$ cat src/rtl/mc_pkg.sv
// Shared definitions for the multicycle MIPS-subset control unit:
// state encoding, opcode/funct values and ULA operation codes.
package mc_pkg;

  // State codes double as the LED debug value, so the encoding is fixed.
  typedef enum logic [3:0] {
    S_FETCH  = 4'd0,
    S_DECODE = 4'd1,
    S_MEMADR = 4'd2,
    S_MEMRD  = 4'd3,
    S_MEMWB  = 4'd4,
    S_MEMWR  = 4'd5,
    S_EXEC   = 4'd6,
    S_ALUWB  = 4'd7,
    S_BRANCH = 4'd8,
    S_ADDIEX = 4'd9,
    S_ADDIWB = 4'd10,
    S_JUMP   = 4'd11
  } state_t;

  // Opcodes (instr[31:26])
  localparam logic [5:0] OP_R    = 6'b000000;
  localparam logic [5:0] OP_LW   = 6'b100011;
  localparam logic [5:0] OP_SW   = 6'b101011;
  localparam logic [5:0] OP_BEQ  = 6'b000100;
  localparam logic [5:0] OP_ADDI = 6'b001000;
  localparam logic [5:0] OP_J    = 6'b000010;

  // R-type funct codes (instr[5:0])
  localparam logic [5:0] FN_ADD = 6'b100000;
  localparam logic [5:0] FN_SUB = 6'b100010;
  localparam logic [5:0] FN_AND = 6'b100100;
  localparam logic [5:0] FN_OR  = 6'b100101;
  localparam logic [5:0] FN_SLT = 6'b101010;

  // ULA operation codes
  localparam logic [2:0] ULA_ADD = 3'b010;
  localparam logic [2:0] ULA_SUB = 3'b110;
  localparam logic [2:0] ULA_AND = 3'b000;
  localparam logic [2:0] ULA_OR  = 3'b001;
  localparam logic [2:0] ULA_SLT = 3'b111;

endpackage

$ cat src/rtl/ula_decoder.sv
// Maps an R-type funct field to the ULA operation code.
// Ports:
//   funct    in  6  instr[5:0]
//   ula_ctrl out 3  ULA operation (unknown funct falls back to add)
module ula_decoder
  import mc_pkg::*;
(
  input  logic [5:0] funct,
  output logic [2:0] ula_ctrl
);

  // funct -> ULA operation lookup
  always_comb begin
    ula_ctrl = ULA_ADD;
    case (funct)
      FN_ADD:  ula_ctrl = ULA_ADD;
      FN_SUB:  ula_ctrl = ULA_SUB;
      FN_AND:  ula_ctrl = ULA_AND;
      FN_OR:   ula_ctrl = ULA_OR;
      FN_SLT:  ula_ctrl = ULA_SLT;
      default: ula_ctrl = ULA_ADD;
    endcase
  end

endmodule

$ cat src/rtl/multicycle_ctrl.sv
// Moore-FSM sequencer for the 8-bit multicycle MIPS-subset datapath.
// One state advance per clk edge with tick=1.
// Ports:
//   clk, rst (async, active-low), tick (step enable), halt (hold in FETCH)
//   op, funct  instruction fields from the IR; zero  ULA result == 0
//   IorD, ALUSrcA, ALUSrcB, ULAControl, PCSrc, RegDst, MemtoReg  datapath selects
//   IRWrite, MemWrite, RegWrite, PCEn  write strobes (gated by tick and rst)
//   state  current state code; instr_cnt  retired count; illegal  sticky bad-op flag
module multicycle_ctrl
  import mc_pkg::*;
#(
  parameter int CNT_W = 8
) (
  input  logic             clk,
  input  logic             rst,
  input  logic             tick,
  input  logic             halt,
  input  logic [5:0]       op,
  input  logic [5:0]       funct,
  input  logic             zero,
  output logic             IorD,
  output logic             ALUSrcA,
  output logic [1:0]       ALUSrcB,
  output logic [2:0]       ULAControl,
  output logic [1:0]       PCSrc,
  output logic             RegDst,
  output logic             MemtoReg,
  output logic             IRWrite,
  output logic             MemWrite,
  output logic             RegWrite,
  output logic             PCEn,
  output logic [3:0]       state,
  output logic [CNT_W-1:0] instr_cnt,
  output logic             illegal
);

  state_t           state_r;
  state_t           state_next_s;
  logic [CNT_W-1:0] instr_cnt_r;
  logic             illegal_r;
  logic             bad_op_s;
  logic [2:0]       ula_exec_s;
  logic             irwrite_s, memwrite_s, regwrite_s, pcwrite_s, branch_s;
  logic             retire_s;
  logic             step_s;

  ula_decoder u_ula_decoder (
    .funct    (funct),
    .ula_ctrl (ula_exec_s)
  );

  // Strobes must vanish the moment rst drops, so rst gates them combinationally.
  assign step_s   = tick & rst;
  assign retire_s = tick & (state_r != S_FETCH) & (state_next_s == S_FETCH);

  // Next-state selection and illegal-opcode detection
  always_comb begin
    state_next_s = S_FETCH;
    bad_op_s     = 1'b0;
    case (state_r)
      S_FETCH:  state_next_s = halt ? S_FETCH : S_DECODE;
      S_DECODE: begin
        case (op)
          OP_LW, OP_SW: state_next_s = S_MEMADR;
          OP_R:         state_next_s = S_EXEC;
          OP_BEQ:       state_next_s = S_BRANCH;
          OP_ADDI:      state_next_s = S_ADDIEX;
          OP_J:         state_next_s = S_JUMP;
          default: begin
            state_next_s = S_FETCH;
            bad_op_s     = 1'b1;
          end
        endcase
      end
      S_MEMADR: state_next_s = (op == OP_LW) ? S_MEMRD : S_MEMWR;
      S_MEMRD:  state_next_s = S_MEMWB;
      S_EXEC:   state_next_s = S_ALUWB;
      S_ADDIEX: state_next_s = S_ADDIWB;
      default:  state_next_s = S_FETCH;  // write-back/terminal states and unused codes 12-15
    endcase
  end

  // Per-state datapath selects and raw (ungated) strobes
  always_comb begin
    IorD       = 1'b0;
    ALUSrcA    = 1'b0;
    ALUSrcB    = 2'b00;
    ULAControl = 3'b000;
    PCSrc      = 2'b00;
    RegDst     = 1'b0;
    MemtoReg   = 1'b0;
    irwrite_s  = 1'b0;
    memwrite_s = 1'b0;
    regwrite_s = 1'b0;
    pcwrite_s  = 1'b0;
    branch_s   = 1'b0;
    case (state_r)
      S_FETCH: begin
        ALUSrcB    = 2'b01;
        ULAControl = ULA_ADD;
        irwrite_s  = ~halt;
        pcwrite_s  = ~halt;
      end
      S_DECODE: begin
        ALUSrcB    = 2'b11;
        ULAControl = ULA_ADD;
      end
      S_MEMADR, S_ADDIEX: begin
        ALUSrcA    = 1'b1;
        ALUSrcB    = 2'b10;
        ULAControl = ULA_ADD;
      end
      S_MEMRD: IorD = 1'b1;
      S_MEMWB: begin
        MemtoReg   = 1'b1;
        regwrite_s = 1'b1;
      end
      S_MEMWR: begin
        IorD       = 1'b1;
        memwrite_s = 1'b1;
      end
      S_EXEC: begin
        ALUSrcA    = 1'b1;
        ULAControl = ula_exec_s;
      end
      S_ALUWB: begin
        RegDst     = 1'b1;
        regwrite_s = 1'b1;
      end
      S_BRANCH: begin
        ALUSrcA    = 1'b1;
        ULAControl = ULA_SUB;
        PCSrc      = 2'b01;
        branch_s   = 1'b1;
      end
      S_ADDIWB: regwrite_s = 1'b1;
      S_JUMP: begin
        PCSrc     = 2'b10;
        pcwrite_s = 1'b1;
      end
      default: begin
        IorD = 1'b0;
      end
    endcase
  end

  assign IRWrite   = irwrite_s & step_s;
  assign MemWrite  = memwrite_s & step_s;
  assign RegWrite  = regwrite_s & step_s;
  assign PCEn      = (pcwrite_s | (branch_s & zero)) & step_s;
  assign state     = state_r;
  assign instr_cnt = instr_cnt_r;
  assign illegal   = illegal_r;

  // State register, retired-instruction counter and sticky illegal flag
  always_ff @(posedge clk or negedge rst) begin
    if (!rst) begin
      state_r     <= S_FETCH;
      instr_cnt_r <= {CNT_W{1'b0}};
      illegal_r   <= 1'b0;
    end else if (tick) begin
      state_r <= state_next_s;
      if (retire_s) begin
        instr_cnt_r <= instr_cnt_r + {{(CNT_W-1){1'b0}}, 1'b1};
      end
      if (bad_op_s && (state_r == S_DECODE)) begin
        illegal_r <= 1'b1;
      end
    end
  end

endmodule

$ cat config.mk
export PLATFORM = sky130hd
export DESIGN_NAME = multicycle_ctrl
export DESIGN_NICKNAME = d
export VERILOG_FILES = /design/src/rtl/mc_pkg.sv /design/src/rtl/ula_decoder.sv /design/src/rtl/multicycle_ctrl.sv
export SDC_FILE = /design/constraint.sdc
export NUM_CORES = 1
export LEC_CHECK = 0
export ABC_AREA = 1
export BUFFER_PORTS_ARGS = -buffer_cell sky130_fd_sc_hd__buf_2
export CAP_MARGIN = 15
export CORE_MARGIN = 2
export CORE_UTILIZATION = 52
export DETAILED_ROUTE_END_ITERATION = 16
export PLACE_DENSITY = 0.84
export SYNTH_ARGS = -nofsm -noshare
export SYNTH_HDL_FRONTEND = slang
export SYNTH_SLANG_ARGS = --single-unit
$ cat constraint.sdc
create_clock -name clk -period 4.1 [get_ports clk]
set_input_delay 0.82 -clock clk [delete_from_list [all_inputs] [get_ports clk]]
set_output_delay 0.82 -clock clk [all_outputs]
set_load 0.05 [all_outputs]
Word-level counts from Yosys, hierarchy flattened
Index checks and enable logic that the tools add are counted.
{ "totals": {"ff_bits": 13, "elab_cells": 67} }
{ "op_classes": {"add_sub_neg": 1, "eq_ne": 20, "muxes": 19, "bitwise": 10, "reduce_logical": 14} }
{ "op_table": {"columns": ["cell", "n"], "rows": [
  ["$eq A6 B6 Y1 const B", 6],
  ["$pmux W4 S6", 1],
  ["$pmux W4 S5", 1],
  ["$eq A4 B3 Y1 const B", 4],
  ["$eq A4 B4 Y1 const B", 4],
  ["$pmux W3 S4", 1],
  ["$mux W1", 11],
  ["$pmux W3 S3", 1],
  ["$add A8 B1 Y8 const B", 1],
  ["$and A1 B1 Y1", 8],
  ["$eq A4 B2 Y1 const B", 2],
  ["$logic_not A4 Y1", 2],
  ["$reduce_or A4 Y1", 2],
  ["$eq A6 B2 Y1 const B", 1],
  ["$eq A6 B3 Y1 const B", 1],
  ["$eq A6 B4 Y1 const B", 1],
  ["$logic_not A6 Y1", 1],
  ["$pmux W2 S3", 1],
  ["$reduce_or A2 Y1", 3],
  ["$reduce_or A6 Y1", 1],
  ["$eq A4 B1 Y1 const B", 1],
  ["$pmux W2 S2", 1],
  ["$reduce_and A2 Y1", 2],
  ["$reduce_bool A4 Y1", 1],
  ["other kinds (6)", 6]
]} }

Logic depth before layout (Yosys ltp)
Gate-level depths: netlist of run 1.
{ "logic_depth": {"word_depth": 7, "depth_mapped": 11} }

Hierarchy
Synthesis of run 1 repeated with hierarchy kept, for this count alone.
{ "hier_totals": {"cells_unflattened": 172, "area_unflattened_um2": 1217.4} }
{ "by_module_without_submodules": {"columns": ["mod", "n_inst", "cells_each", "area_each_um2", "seq_area_each_um2"], "rows": [
  ["multicycle_ctrl", 1, 156, 1141.1, 325.3],
  ["ula_decoder", 1, 16, 76.3, 0.0]
]} }

Least setup slack after synthesis of run 1
No wires, ideal clock.
{ "synth_timing": {"path_kind": "reg2out", "startpoint": "register state_r[1], in the netlist state[1]", "endpoint": "output PCEn", "arrival_ns": 2.582, "required_time_ns": 3.280, "slack_ns": 0.698, "stages_incl_launch_ff": 5, "path_buffers": 0, "path_cell_list": "dfrtp_1 nand2_1 nor3_1 o21ai_0 inv_1"} }
{ "synth_via": {"elab_chain_len": 5, "elab_cells_between_ends": 8} }
{ "synth_rtl": {"columns": ["element", "line_no", "text"], "rows": [
  ["from (decl)", "multicycle_ctrl.sv:37", "state_t state_r;"],
  ["from (signal assigned)", "multicycle_ctrl.sv:162", "state_r <= state_next_s;"],
  ["$eq A4 B4 Y1", "multicycle_ctrl.sv:97", "case (state_r)"],
  ["$mux W1", "multicycle_ctrl.sv:97", null],
  ["$and A1 B1 Y1", "multicycle_ctrl.sv:150", "assign PCEn = (pcwrite_s | (branch_s & zero)) & step_s;"],
  ["$or A1 B1 Y1 *", "multicycle_ctrl.sv:150", null],
  ["$and A1 B1 Y1 *", "multicycle_ctrl.sv:150", null],
  ["to (decl)", "multicycle_ctrl.sv:31", "output logic PCEn,"]
]} }
Every way passes the cells marked *; elsewhere a longest branch is shown, timed or not.

Worst setup path in the final report of run 1
{ "layout_timing": {"startpoint": "input rst", "endpoint": "output PCEn"} }
{ "layout_via": {"elab_chain_len": 2} }
{ "layout_rtl": {"columns": ["element", "line_no", "text"], "rows": [
  ["from (decl)", "multicycle_ctrl.sv:15", "input logic rst,"],
  ["$and A1 B1 Y1", "multicycle_ctrl.sv:53", "assign step_s = tick & rst;"],
  ["$and A1 B1 Y1", "multicycle_ctrl.sv:150", null]
]} }
Every way passes these cells.

==> results of run 1 <==
-- sequential cells by signal, indices dropped and copies added, names as in the netlist --
| register | count |
|---|---|
| instr_cnt | 8 |
| state | 4 |
| illegal | 1 |
-- layout by cell type, fill, tap and decap left out, drive strengths merged, types with 3 or more instances in the layout --
| cell type | instances |
|---|---|
| nand2 | 49 |
| buf | 44 |
| nor2 | 27 |
| inv | 26 |
| nand3 | 14 |
| dfrtp | 13 |
| nand4 | 12 |
| o21ai | 6 |
| clkbuf | 4 |
| nor3 | 3 |
| xor2 | 3 |
| xnor2 | 3 |
-- path summary, 6_finish.rpt --
path                                           start                  endpoint  slack [ns]
worst min-delay path                             rst  instr_cnt[7]$_DFFE_PN0P_        0.42
max in group asynchronous                        rst  instr_cnt[3]$_DFFE_PN0P_        3.45
worst min register to register   illegal$_DFFE_PN0P_       illegal$_DFFE_PN0P_        0.48
worst max register to register  state[3]$_DFFE_PN0P_  instr_cnt[1]$_DFFE_PN0P_        2.44
worst max-delay path                             rst                      PCEn        1.56
min in group clk                 illegal$_DFFE_PN0P_       illegal$_DFFE_PN0P_        0.48
-- final cells by class --
cell class	count	share of cell area (%)
inverter	26	7.137
tap	28	2.437
clock buffer	4	1.828
multi-input combinational	126	50.65
timing repair buffer	44	15.32
sequential	13	22.63
-- logic make-up (layout without fill, tap and decap cells) --
kind of cell             after synthesis  count (layout)  synth area share (%)
AO/OA/AOI/OAI                         11              11                 5.287
XOR/XNOR                               6               6                 4.532
AND/OR/NAND/NOR                      108             108                 51.89
adder cells (fa/ha/maj)                1               1                 1.079
flip-flops                            13              13                 28.05
buffers and inverters                 27              74                 9.169
-- power by group through the flow --
stage | registers [W] | logic, W | clock network (W)
5_1_grt | 0.000184 | 0.000323 | 0.0000861
3_5_place_dp | 0.000181 | 0.000302 | 0
2_1_floorplan | 0.000253 | 0.000159 | 0
3_3_place_gp | 0.000180 | 0.000295 | 0
6_report | 0.000180 | 0.000301 | 0.0000760
4_1_cts | 0.000179 | 0.000303 | 0.0000776
-- critical path, cell delays in order --
cell	delay, ns
sky130_fd_sc_hd__buf_2	0.27
sky130_fd_sc_hd__nand2_1	0.15
sky130_fd_sc_hd__inv_1	0.10
sky130_fd_sc_hd__o21ai_0	0.08
sky130_fd_sc_hd__inv_1	0.05
sky130_fd_sc_hd__buf_2	0.25
-- through the flow --
step | util (%) | setup slack [ns] | std cells
2_1_floorplan | - | 0.6983 | 166
3_3_place_gp | 65.05 | 1.577 | 237
3_5_place_dp | 65.05 | 1.546 | 237
4_1_cts | 66.26 | 1.543 | 241
5_1_grt | 66.26 | 1.405 | 241
6_report | 66.26 | 1.557 | 241
-- metal layers --
layer	GRT usage (%)	share of wire (%)	vias up
li1	-	-	631
met1	27.14	42	555
met3	5.848	8.2	4
met4	3.509	0.62	0
met2	39.83	49	51
met5	0	0	-
==> impl_summary.txt, run 1 <==
----------------------------------------------------
[Finish]
  Post-route cell area ... 1438 sq um
  Fraction of layout instances using a drive strength above 1 ... 34.27%
  Post-layout nets ... 232
  Combined area of the multi-input logic cells ... ~730 sq um
  Synthesis-to-finish area growth ... 23.95%
  Fill cell total of the finished layout ... 206
  Register area ... approximately 330 sq um
  Diodes inserted ... 0

[Floorplanning]
  Die W ... 51.23 um
  Row Count ... 17
  Top-level port count ... 45
  Initial cell density of the core ... 53.46%
  Die footprint ... 2625 sq um
  Core Region ... 2170 sq um
  Height of the die ... 51.23 um

[Power]
  Worst vdd ir ... roughly 0.35 mV
  Internal power of the cells ... about 0.00027 W
  Static Leak ... between 0.8 and 0.9 nW
  Post-route total power ... 0.0005570 W
  Relative contribution of combinational cells to total power ... 54.1%
  Pwr/cell area ... 387.5 nW/um^2
  Reg power frac ... 32.3%
  Switching pwr ... 0.0002905 W
  Switching fraction of total power ... 52.15%
  Relative contribution of the clock network to total power ... between 10% and 20%

[STA]
  Final setup violation count ... 0
  Setup repair after global routing missed its margin ... false
  Final Hold Slack ... about 0.42 ns
  Setup Total Neg Slack ... 0 ns
  Relative slew slack ... 77.23%
  Highest Clock Rate ... a little under 400 MHz
  Worst Tran Pin Value ... ~0.34 ns
  Clk_skew ... 0.003021 ns
  Number of max-slew violations in the final report ... 0
  Time the worst path needs with I/O delays and setup ... 2.543 ns
  Final hold vios ... 0
  Period utilization ... 62.04%

[Clock network]
  Sinks on the clock net ... 13
  CTS tree ... yes
  Worst-skew pair later-pin latency ... 0.27 ns
  Root buffer cell ... sky130_fd_sc_hd__clkbuf_4
  CTS Buf Count ... 3
  Number of buffers inserted for hold repair after clock tree synthesis ... 0
  Maximum number of buffers from clock root to sink ... 2
  Setup fix buffers added after clock tree synthesis ... 0
  Clock transition at the registers of the reported paths ... about 0.07 ns
  H-tree levels ... 1
  Post-cts repair resize count ... 0

[Logic synthesis]
  Average instance area after synthesis ... 6.987 sq um
  Leading post-synthesis cells by cell area ... sky130_fd_sc_hd__dfrtp_1 (28%), sky130_fd_sc_hd__nand2_1 (13%), sky130_fd_sc_hd__nand4_1 (6.5%)
  Count of flip-flops with a built-in enable after synthesis ... 0
  Library cell with the largest summed area after synthesis ... sky130_fd_sc_hd__dfrtp_1
  Synth cell count leaders ... sky130_fd_sc_hd__nand2_1 (41), sky130_fd_sc_hd__inv_1 (19), sky130_fd_sc_hd__nor2_1 (19), sky130_fd_sc_hd__dfrtp_1 (13)
  Post-synth ARST share ... 100.0%
  Number of synthesis warnings ... 0
  Proportion of netlist area held by the largest area contributor ... between 20 and 30%
  Cell count after synthesis ... approximately 170
  Synthesized net count ... 184
  Share of the yosys chip area belonging to registers ... between 20% and 30%
  Number of synthesized register bits ... 13
  Netlist area before placement ... 1160 sq um
  Number of distinct standard cells referenced by the synthesized netlist ... 28
  Most frequently used cell type in the post-synthesis netlist ... sky130_fd_sc_hd__nand2_1
  Flip-flop cell with the highest count after synthesis ... sky130_fd_sc_hd__dfrtp_1

[GRT]
  Maximum number of pins on one net before global-route repair ... 15
  Antenna violations before repair ... 0
  Grt total ovfl ... 0
  GR Util All Layers ... between 20 and 25%
  Global-route wire length before repair ... around 4.5 mm
  Number of global-route vias before repair ... 1,116

[Setup path]
  Category of the critical setup timing path ... input port to output pin
  Crit start category ... input port
  Type of element capturing the critical path ... output pin
  Data required time at the worst endpoint ... around 3.3 ns
  Number of cells traversed by the worst register-to-register path ... 10
  Arrival time of the worst setup path ... 1.72 ns
  Critical path peak fanout ... 14

[Drt]
  Total DRC errors in the routed layout ... 0
  Vias ... 1,241
  WL final ... 2.733 mm
  Post-DRT Antenna Nets ... 0
  Count of TritonRoute iterations in the first routing pass ... 4
  Average via count per standard cell ... 5.149
  Detailed-route wire length per cell ... 11.34 um
  Drt initial violations ... 38

[Worst hold path]
  Hold Crit Class ... input port to async pin

[Outcome]
  Result of the run ... complete, no violations

[Placed design]
  Routability cong. ... 0.8474
  Count of input and output buffers ... 44
  Placed instance area ... 1411 sq um
  DPL Wire Length ... 2.196 mm

[Job]
  Max_cap viols ... 0

----------------------------------------------------
No activity file was read; power rests on OpenSTA's default activity.
==> run 2: changes to the inputs <==
- CORE_UTILIZATION: 52 -> 48
- PLACE_DENSITY: 0.84 -> 0.79
- clock period: 4.1 -> 2.6 ns (I/O delays scaled with it)
==> run 2 against run 1 <==
Effect of this change: worst hold slack got worse by 0.30 ns; critical path type is now flop to output pin; register-to-register slack got worse by 1.5 ns; critical endpoint is now ULAControl[0]; critical path depth unchanged; non-clock buffer count unchanged; cell area increased by 0.70%; count of clock-buffer cells in the layout unchanged; utilization decreased by 2.1 points; power increased by 58%; combinational power increased by 58%; via count decreased by 0.24%; worst setup slack got worse by 1.2 ns; clock power increased by 63%.
==> impl_summary.txt, run 2 (synthesized netlist as in run 1, its figures left out) <==
----------------------------------------------------
[Drt]
  M1 wire length ... 1.273 mm
  Highest routing layer actually used ... met4
  WL final ... 2.836 mm
  Vias ... 1,238
  Post-DRT Antenna Nets ... 0
  Total DRC errors in the routed layout ... 0
  Detailed-route wire length per cell ... 11.77 um
  Count of TritonRoute iterations in the first routing pass ... 4
  Drt initial violations ... 19
  Met3 Wirelength ... 186 um
  Average via count per standard cell ... 5.137
  WL met2 ... 1.359 mm

[Finish]
  Fraction of layout instances using a drive strength above 1 ... 35.68%
  Fill cell total of the finished layout ... 209
  Flip-flop count of the largest register, all copies and words added ... 8
  Most used cells in the layout excluding fill and tap cells ... sky130_fd_sc_hd__buf_2 (44), sky130_fd_sc_hd__nand2_1 (41), sky130_fd_sc_hd__inv_1 (19), sky130_fd_sc_hd__nor2_1 (17), sky130_fd_sc_hd__dfrtp_1 (13)
  Post-layout nets ... approximately 230
  Diodes inserted ... 0
  Most common cell after layout, fill and taps aside ... sky130_fd_sc_hd__buf_2
  Synthesis-to-finish area growth ... 24.81%

[Clock network]
  CTS tree ... yes
  Sinks on the clock net ... 13
  Post-cts repair resize count ... 0
  Clock transition at the registers of the reported paths ... 0.08 ns
  CTS Buf Count ... 3
  Number of buffers inserted for hold repair after clock tree synthesis ... 0
  H-tree levels ... 1
  Worst-skew pair later-pin latency ... 0.28 ns
  Root buffer cell ... sky130_fd_sc_hd__clkbuf_4
  Setup fix buffers added after clock tree synthesis ... 0
  Maximum number of buffers from clock root to sink ... 2

[Job]
  Max_cap viols ... 0

[Power]
  Post-route total power ... between 0.0008 and 0.0009 W
  Pwr/cell area ... about 610 nW/um^2
  Worst vdd ir ... 0.7859 mV
  Static Leak ... around 0.86 nW

[GRT]
  Number of global-route vias before repair ... 1,174
  Global-route wire length before repair ... 4.850 mm
  Grt total ovfl ... 0
  Antenna violations before repair ... 0
  GR Util All Layers ... between 20% and 30%
  Maximum number of pins on one net before global-route repair ... 15

[STA]
  Clk_skew ... 0.0008831 ns
  Time the worst path needs with I/O delays and setup ... 2.270 ns
  Final hold vios ... 0
  Setup Total Neg Slack ... 0 ns
  Setup repair after global routing missed its margin ... false
  Worst Tran Pin Value ... 0.3308 ns
  Final Hold Slack ... 0.1233 ns
  Relative slew slack ... 77.94%
  Final worst setup slack ... 0.3304 ns
  Highest Clock Rate ... between 400 and 500 MHz
  Period utilization ... 87.29%
  Number of max-slew violations in the final report ... 0
  Final setup violation count ... 0

[Floorplanning]
  Die W ... 53.16 um
  Die footprint ... 2825 sq um
  Top-level port count ... 45
  Core Region ... 2255 sq um
  Row Count ... 17
  Height of the die ... 53.16 um
  Initial cell density of the core ... 51.44%

[Setup path]
  Category of the critical setup timing path ... flop to output pin
  Largest delay contributor family on the critical path ... simple AND/OR/NAND/NOR gates
  Type of element capturing the critical path ... output pin
  Maximum cell stage delay along the critical path ... 0.41 ns
  Arrival time of the worst setup path ... ~1.8 ns
  Total buffers and inverters traversed by the critical path ... 2
  Critical path peak fanout ... 7
  Data required time at the worst endpoint ... about 2.1 ns
  Series of cell instances along the critical path ... inv_2 -> nand2_1 -> nor2_2 -> nand3_1 -> o22ai_1 -> buf_2
  Internal reg-to-reg setup slack ... 0.97 ns
  Master of the slowest instance on the critical path ... sky130_fd_sc_hd__dfrtp_1
  Crit start category ... flop

[Placed design]
  Setup slack at placement ... between 0.6 and 0.7 ns
  DPL Wire Length ... 2.291 mm
  Count of input and output buffers ... 44
  Routability cong. ... 0.8766

[Outcome]
  Result of the run ... complete, no violations

[Worst hold path]
  Hold Crit Class ... input port to async pin

----------------------------------------------------
run 2: cell counts in the layout (fill, tap and decap cells not counted):
Identical to the previous run, type by type.
run 2: cell type report:
type,count,area (sq um),area share (%)
inverter,26,102.6,7.087
sequential,13,325.3,22.47
timing repair buffer,44,220.2,15.21
multi-input combinational,126,738.2,50.99
clock buffer,4,26.28,1.815
tap,28,35.03,2.420
run 2: path summary, 6_finish.rpt:
| path | start | endpoint | cells past startpoint |
|---|---|---|---|
| min in group clk | illegal$_DFFE_PN0P_ | illegal$_DFFE_PN0P_ | 1 |
| hold / removal | rst | instr_cnt[2]$_DFFE_PN0P_ | 1 |
| setup reg to reg | state[3]$_DFFE_PN0P_ | instr_cnt[1]$_DFFE_PN0P_ | 10 |
| hold reg to reg | illegal$_DFFE_PN0P_ | illegal$_DFFE_PN0P_ | 1 |
| max in group asynchronous | rst | instr_cnt[5]$_DFFE_PN0P_ | 1 |
| setup / recovery | state[3]$_DFFE_PN0P_ | ULAControl[0] | 6 |
run 2: worst register-to-register path, cell delays in order (launching register included):
cell and delay [ns]:
sky130_fd_sc_hd__dfrtp_1 0.41, sky130_fd_sc_hd__inv_2 0.16, sky130_fd_sc_hd__nor2_1 0.08, sky130_fd_sc_hd__nand2_1 0.09, sky130_fd_sc_hd__nor2_1 0.07, sky130_fd_sc_hd__nor2_2 0.08
sky130_fd_sc_hd__nand2_1 0.08, sky130_fd_sc_hd__nor2_4 0.25, sky130_fd_sc_hd__nand3_4 0.17, sky130_fd_sc_hd__nand2_1 0.09, sky130_fd_sc_hd__nand2_1 0.05
run 2: where the power goes:
part	leakage [nW]	switching, W	internal [W]	total (W)
Combinational	0.675	0.000351	0.000124	0.000475
Clock	0.0150	0.0000647	0.0000595	0.000124
Sequential	0.171	0.0000457	0.000236	0.000282
Total	0.861	0.000462	0.000420	0.000882
run 2: routing by layer:
metal	GRT usage [%]	vias to the layer above
met3	4.237	2
met5	0	-
met4	6.410	0
met2	40.21	43
li1	-	632
met1	28.80	561
run 2: stage by stage:
stage	std cells	utilization [%]	cell area, sq um
after floorplan	166	-	1170
after global placement	237	63.04	1421
after detailed placement	237	63.04	1421
after CTS	241	64.21	1448
after global routing	241	64.21	1448
final	241	64.21	1448
==> run 3: changes to the inputs <==
==> constraint.sdc (replaced) <==
create_clock -name clk -period 2.3 [get_ports clk]
set_input_delay 0.345 -clock clk [delete_from_list [all_inputs] [get_ports clk]]
set_output_delay 0.345 -clock clk [all_outputs]
set_load 0.05 [all_outputs]
==> run 3 against run 2 <==
Effect of this change: register-to-register slack got worse by 0.30 ns; worst hold slack got worse by 0.12 ns; utilization rose by 0.61 points; highest routed layer unchanged; combinational power increased by 13%; clock skew rose by 0.0011 ns; critical path depth did not move; sequential share of layout area is 0.21 points lower; largest cell class unchanged; count of clock-buffer cells in the layout unchanged; largest power group unchanged; sequential power increased by 13%; clock power is 14% higher.
==> impl_summary.txt, run 3 (synthesized netlist as in run 1, its figures left out) <==
----------------------------------------------------
[Outcome]
  Result of the run ... complete, no violations

[STA]
  Setup repair after global routing missed its margin ... false
  Relative slew slack ... slightly below 80%
  Time the worst path needs with I/O delays and setup ... between 2 and 2.5 ns
  Period utilization ... about 90%
  Final hold vios ... 0
  Worst Tran Pin Value ... 0.3296 ns
  Clk_skew ... about 0.002 ns
  Final Hold Slack ... 0.0007303 ns
  Highest Clock Rate ... roughly 490 MHz
  Final setup violation count ... 0
  Number of max-slew violations in the final report ... 0

[Floorplanning]
  Top-level port count ... 45
  Height of the die ... approximately 53 um
  Die footprint ... between 2000 and 3000 sq um
  Core Region ... 2255 sq um
  Die W ... 53.16 um
  Initial cell density of the core ... 51.44%
  Row Count ... 17

[Finish]
  Fraction of layout instances using a drive strength above 1 ... 36.45%
  Flip-flop count of the largest register, all copies and words added ... 8
  Synthesis-to-finish area growth ... 26.00%
  Diodes inserted ... 0
  Post-route cell area ... about 1500 sq um
  Post-layout nets ... 233
  Most common cell after layout, fill and taps aside ... sky130_fd_sc_hd__buf_2
  Most used cells in the layout excluding fill and tap cells ... sky130_fd_sc_hd__buf_2 (44), sky130_fd_sc_hd__nand2_1 (41), sky130_fd_sc_hd__inv_1 (19), sky130_fd_sc_hd__nor2_1 (17), sky130_fd_sc_hd__dfrtp_1 (13)

[Setup path]
  Total buffers and inverters traversed by the critical path ... 2
  Crit start category ... flop
  Arrival time of the worst setup path ... around 1.7 ns
  Master of the slowest instance on the critical path ... sky130_fd_sc_hd__dfrtp_1
  Maximum cell stage delay along the critical path ... 0.41 ns
  Data required time at the worst endpoint ... 1.96 ns
  Series of cell instances along the critical path ... inv_2 -> nand2_1 -> nor2_2 -> nand3_1 -> o22ai_2 -> buf_2
  Largest delay contributor family on the critical path ... simple AND/OR/NAND/NOR gates
  Category of the critical setup timing path ... flop to output pin
  Critical path peak fanout ... 7
  Type of element capturing the critical path ... output pin

[Clock network]
  H-tree levels ... 1
  Maximum number of buffers from clock root to sink ... 2
  Worst-skew pair later-pin latency ... 0.28 ns
  Setup fix buffers added after clock tree synthesis ... 0
  Sinks on the clock net ... 13
  Number of buffers inserted for hold repair after clock tree synthesis ... 0
  Clock transition at the registers of the reported paths ... approximately 0.080 ns
  Post-cts repair resize count ... 0
  Root buffer cell ... sky130_fd_sc_hd__clkbuf_4
  CTS tree ... yes
  CTS Buf Count ... 3

[Drt]
  Total DRC errors in the routed layout ... 0
  Vias ... roughly 1,300
  Detailed-route wire length per cell ... 12.00 um
  Drt initial violations ... 39
  Post-DRT Antenna Nets ... 0
  Met3 Wirelength ... 225 um
  Average via count per standard cell ... 5.236
  Highest routing layer actually used ... met4
  WL final ... 2.904 mm
  Count of TritonRoute iterations in the first routing pass ... 4
  WL met2 ... between 1 and 1.5 mm
  M1 wire length ... 1.282 mm

[Job]
  Max_cap viols ... 0

[GRT]
  Maximum number of pins on one net before global-route repair ... 14
  GR Util All Layers ... 22.76%
  Number of global-route vias before repair ... 1,147
  Antenna violations before repair ... 0
  Grt total ovfl ... 0
  Global-route wire length before repair ... ~4.7 mm

[Placed design]
  DPL Wire Length ... 2.359 mm
  Routability cong. ... ~0.85
  Count of input and output buffers ... 44
  Placed instance area ... approximately 1400 sq um

[Power]
  Pwr/cell area ... 683.7 nW/um^2
  Worst vdd ir ... 0.8760 mV
  Post-route total power ... 0.0009991 W
  Static Leak ... around 0.87 nW

[Worst hold path]
  Hold Crit Class ... input port to async pin

----------------------------------------------------
-- run 3: cell types whose count changed in the layout (fill, tap and decap cells not counted), sizes merged --
| cell | delta |
|---|---|
| buf | +1 |
-- run 3: layout make-up --
class                   instances  area, sq um
clock buffers                   4        26.28
well taps                      28        35.03
flip-flops and latches         13        325.3
repair buffers                 45        227.7
multi-input cells             126        744.5
fillers                       215        793.3
inverters                      26        102.6
-- run 3: path summary, 6_finish.rpt --
path,startpoint,end,slack (ns),cells past startpoint
worst max-delay path,state[3]$_DFFE_PN0P_,ULAControl[0],0.24,6
worst min-delay path,rst,illegal$_DFFE_PN0P_,0.0007,2
worst max register to register,state[3]$_DFFE_PN0P_,instr_cnt[2]$_DFFE_PN0P_,0.67,10
worst min register to register,illegal$_DFFE_PN0P_,illegal$_DFFE_PN0P_,0.48,1
max in group asynchronous,rst,state[2]$_DFFE_PN0P_,2.14,2
min in group clk,tick,state[3]$_DFFE_PN0P_,0.36,2
-- run 3: per-stage QoR --
stage          worst slack [ns]  TNS [ns]  utilization [%]  cells
2_1_floorplan           -0.1817   -0.1817                -    166
3_3_place_gp             0.5783         0            63.65    238
3_5_place_dp             0.5400         0            63.65    238
4_1_cts                  0.2276         0            64.82    242
5_1_grt                  0.1330         0            64.82    242
6_report                 0.2389         0            64.82    242
-- run 3: metal layers --
metal	up-vias	GRT usage [%]
met5	-	0
met4	0	5.556
met3	2	5.650
met2	54	39.79
met1	574	27.84
li1	637	-
-- run 3: where the power goes --
group          switching, W  internal [W]  leakage, nW
Clock             0.0000741     0.0000673       0.0150
Sequential        0.0000520      0.000267        0.171
Combinational      0.000398      0.000141        0.682
Total              0.000524      0.000475        0.867
